--- src/rtl/mips_boot_loader.sv ---
// Byte-stream program loader: takes a little-endian word count and the program words,
// writes them into the core's combined memory and then lets the core out of reset.
module mips_boot_loader #(
  parameter int unsigned CELL_WIDTH = 32,
  parameter int unsigned ADDR_WIDTH = 32,
  parameter int unsigned BASE_ADDR  = 0,
  parameter int unsigned MAX_WORDS  = 10000
) (
  input  logic                  CLK,
  input  logic                  RST,
  input  logic                  in_valid,
  input  logic [7:0]            in_data,
  output logic                  in_ready,
  output logic                  mem_we,
  output logic [ADDR_WIDTH-1:0] mem_addr,
  output logic [CELL_WIDTH-1:0] mem_wd,
  output logic                  cpu_rst,
  output logic                  done,
  output logic                  error,
  output logic [ADDR_WIDTH-1:0] words_loaded
);

  typedef enum logic [2:0] {
    S_HDR,
    S_LOAD,
    S_WRITE,
    S_DONE,
    S_ERR
  } state_t;

  localparam logic [ADDR_WIDTH-1:0] BASE  = ADDR_WIDTH'(BASE_ADDR);
  localparam logic [CELL_WIDTH-1:0] MAX_N = CELL_WIDTH'(MAX_WORDS);

  state_t                  state;
  logic [1:0]              byte_cnt;
  logic [CELL_WIDTH-9:0]   shift_reg;
  logic [CELL_WIDTH-1:0]   n_words;
  logic [CELL_WIDTH-1:0]   word;
  logic [ADDR_WIDTH-1:0]   words_next;
  logic                    accept;

  // in_ready is a pure state decode so a stalled producer sees it in the same cycle.
  assign in_ready   = (state == S_HDR) || (state == S_LOAD);
  assign accept     = in_valid && in_ready;
  // Earlier bytes sit in the low lanes, so the incoming byte lands in [31:24].
  assign word       = {in_data, shift_reg};
  assign words_next = words_loaded + ADDR_WIDTH'(1);

  // NOTE: every state register below uses non-blocking assignment so all of them
  // update together at the edge, independent of statement order.
  always_ff @(posedge CLK) begin
    if (RST) begin
      state        <= S_HDR;
      byte_cnt     <= '0;
      shift_reg    <= '0;
      n_words      <= '0;
      words_loaded <= '0;
      mem_we       <= 1'b0;
      mem_addr     <= BASE;
      mem_wd       <= '0;
      cpu_rst      <= 1'b1;
      done         <= 1'b0;
      error        <= 1'b0;
    end else begin
      if (accept) begin
        byte_cnt  <= byte_cnt + 2'd1;
        shift_reg <= word[CELL_WIDTH-1:8];
      end

      case (state)
        S_HDR: begin
          if (accept && byte_cnt == 2'd3) begin
            n_words <= word;
            if (word != '0 && word <= MAX_N) begin
              state <= S_LOAD;
            end else begin
              state <= S_ERR;
              error <= 1'b1;
            end
          end
        end

        S_LOAD: begin
          if (accept && byte_cnt == 2'd3) begin
            state    <= S_WRITE;
            mem_we   <= 1'b1;
            mem_wd   <= word;
            mem_addr <= BASE + (words_loaded << 2);
          end
        end

        S_WRITE: begin
          mem_we       <= 1'b0;
          words_loaded <= words_next;
          if (CELL_WIDTH'(words_next) == n_words) begin
            state   <= S_DONE;
            done    <= 1'b1;
            cpu_rst <= 1'b0;
          end else begin
            state <= S_LOAD;
          end
        end

        S_DONE: state <= S_DONE;

        default: state <= S_ERR;
      endcase
    end
  end

endmodule

--- config.mk ---
export PLATFORM = sky130hd
export DESIGN_NAME = mips_boot_loader
export DESIGN_NICKNAME = d
export VERILOG_FILES = /design/src/rtl/mips_boot_loader.sv
export SDC_FILE = /design/constraint.sdc
export NUM_CORES = 1
export LEC_CHECK = 0
export ABC_AREA = 1
export BUFFER_PORTS_ARGS = -buffer_cell sky130_fd_sc_hd__buf_2
export CORE_ASPECT_RATIO = 2
export CORE_MARGIN = 5
export CORE_UTILIZATION = 30
export DETAILED_ROUTE_END_ITERATION = 12
export REMOVE_ABC_BUFFERS = 1
export SYNTH_ARGS = -nofsm -noshare
export SYNTH_HDL_FRONTEND = slang
export SYNTH_SLANG_ARGS = --single-unit
--- constraint.sdc ---
create_clock -name CLK -period 2.9 [get_ports CLK]
set_input_delay 0.58 -clock CLK [delete_from_list [all_inputs] [get_ports CLK]]
set_output_delay 0.58 -clock CLK [all_outputs]
set_load 0.05 [all_outputs]
==> metrics.txt <==
Yosys warnings 0; CTS root buffer clkbuf_16; setup bufs post-CTS 0; Final HPWL DP approximately 18000 um; fin cells 1451; IO Count roughly 110; residual DRC count 0; CP bufs+invs 0; busiest layer in global routing met2; Cell variety after synth 30; worst clock skew 0.00752 ns; Die X 120 um; RSZ-0062 raised after global routing no; via count 7074; CP dominant cell by count nand2_1; setup_tns 0 ns; vias in the first global route between 7000 and 8000; final worst-path cycle share 0.843; wire per inst ~17 um; clk sinks between 150 and 200; hold depth 2; Routed WL 24000 um; GR Util met2 0.330; initial antenna violation count 0; Synth Instances 1051; Worst Path Required between 3 and 4 ns; PostCTS Resize Cnt 0; Max clock buf depth 2; met3 Track Usage GR 0.0374; Placed Area approximately 0.008 mm^2; Worst VDD drop between 0.3 and 0.4 mV; sequential cell area fraction in the yosys report 0.437; CP delay by family, top simple AND/OR/NAND/NOR gates; crit-path cells ha_1 > nand2_2 > nor2_4 > nand2_1 > nand3b_1 > nand2_1 > nor2_1 > nand2_1 > nor2_1 > nand3_1 > nor2_2 > nand3_2 > nand2_1 > nand2_1; startpoint type of the worst setup path flop; Final ANT Viol Nets 0; core footprint about 0.024 mm^2; routability cong. between 0.8 and 0.9; status completed; global routing usage on met1 0.174; final hold violation count 0; FMAX between 400 and 500 MHz; Finish-stage setup viols 0; syn_area_per_cell between 6 and 7 um^2; drt pass-1 iters 5; Synth Register Bits between 150 and 200; DR iter-0 viols about 430; Slew @ Worst Pin between 0.7 and 0.8 ns; clk_lat worst skew between 0.4 and 0.5 ns; crit path max fanout 8; WP depth 14; H-tree depth 4; CTS tree done; GR Util All Layers 0.177; GRT Residual Overflow 0; Starting Density 0.304; layout cells sized above 1 0.162; Crit path arrival time approximately 2.8 ns; Hold-fix buffers, CTS 0; critical setup path kind flop to flop; P_leak roughly 3.7 nW; row count 80; max_cap viols 0; reg2reg setup slack around 0.45 ns; largest net degree at the start of global routing 67; global-route wire length before repair 37900 um; Max-Slew Margin vs Limit 0.508; largest registers mem_wd: 32 flops, n_words: 32 flops, words_loaded: 32 flops; crit end category flop; Mapped Area just over 0.007 mm^2; fin nets between 1000 and 1500; Vias/cell between 4 and 5; Hold Slack 0.449 ns; die height between 200 and 250 um; CTS clk-pin slew, worst paths about 0.060 ns; slowest stage delay, CP 0.49 ns; Syn-to-layout area delta 20.3%; CTS Buf Count 17; HP Class flop to flop; post-route design area between 0.008 and 0.009 mm^2; Die Area roughly 0.028 mm^2; crit path max-delay cell type dfxtp_1; Ant. Diodes 0; port bufs 109; FF-to-FF path depth 14; PwrDens roughly 550 mW/mm^2; Min Clock Period, post-route ~2.4 ns; Max Slew Vio Count 0; Placed Instances 1419
-- final timing paths --
check,start,to
setup reg to reg,words_loaded[0],cpu_rst
hold reg to reg,mem_we,mem_we
setup / recovery,words_loaded[0],cpu_rst
hold / removal,mem_we,mem_we
-- report_power, final --
part	switching [mW]	internal [mW]	total, mW
sequential	0.0416	2.23	2.27
combinational	0.170	0.0679	0.238
clock	0.964	1.34	2.31
total	1.18	3.64	4.81
-- layout by cell type (no fill, tap or decap), types with 8 or more instances in the layout --
cell / Yosys / final
dfxtp_1: 159 / 159
clkbuf_16: 0 / 17
buf_2: 4 / 109
buf_4: 2 / 16
nor2_1: 171 / 171
o21ai_0: 59 / 59
nand3_1: 80 / 80
inv_1: 91 / 91
xor2_1: 8 / 8
o22ai_1: 30 / 30
nand2_1: 221 / 220
a21oi_1: 121 / 121
-- cell usage after synthesis, drive strengths merged --
cell type | instances | share of area
nand3b | 7 | 0.0072
clkinv | 2 | 0.0010
o21ai | 62 | 0.043
nor3 | 5 | 0.0034
nand4 | 4 | 0.0034
inv | 94 | 0.048
clkbuf | 40 | 0.021
nor4 | 7 | 0.0060
conb | 1 | 0.00052
ha | 2 | 0.0034
nor2 | 183 | 0.11
xor2 | 8 | 0.0096
a21boi | 1 | 0.0010
nand3 | 84 | 0.061
a31oi | 2 | 0.0017
dfxtp | 159 | 0.44
o22ai | 30 | 0.026
a21oi | 121 | 0.083
nand2 | 230 | 0.12
buf | 6 | 0.0048
xnor3 | 3 | 0.0093
-- cell families after synthesis --
group                    Yosys count  share of synthesized area
buffers and inverters            142                     0.0750
AO/OA/AOI/OAI                    216                      0.154
other                              1                   0.000515
adder cells (fa/ha/maj)            2                    0.00344
flip-flops                       159                      0.437
XOR/XNOR                          11                     0.0189
AND/OR/NAND/NOR                  520                      0.310
-- per-layer routing --
layer,share of wire,vias to the layer above
met2,0.54,160
met5,0,-
met3,0.041,58
met1,0.37,3228
li1,-,3628
met4,0.055,0
-- final cells by class --
cell class	count	area [um^2]
clock inverters	11	130
flip-flops and latches	159	3180
multi-input cells	751	3570
fillers	2572	15200
repair buffers	126	686
well taps	287	359
clock buffers	21	470
inverters	96	360
-- worst register-to-register path: stages (launching register included) --
cell and delay, ns:
dfxtp_1 0.49, ha_1 0.27, nand2_2 0.10, nor2_4 0.22, nand2_1 0.11, nand3b_1 0.10, nand2_1 0.06, nor2_1 0.18
nand2_1 0.07, nor2_1 0.16, nand3_1 0.20, nor2_2 0.16, nand3_2 0.10, nand2_1 0.07, nand2_1 0.04
-- per-stage QoR --
step | worst slack [ns] | power [mW] | util
final | 0.454 | 4.81 | 0.366
after global routing | 0.201 | 4.98 | 0.366
after CTS | 0.441 | 4.87 | 0.366
after detailed placement | 0.478 | 2.56 | 0.341
after global placement | 0.517 | 2.55 | 0.341
after floorplan | -1.67 | 2.44 | -
No activity file was read; power rests on OpenSTA's default activity.
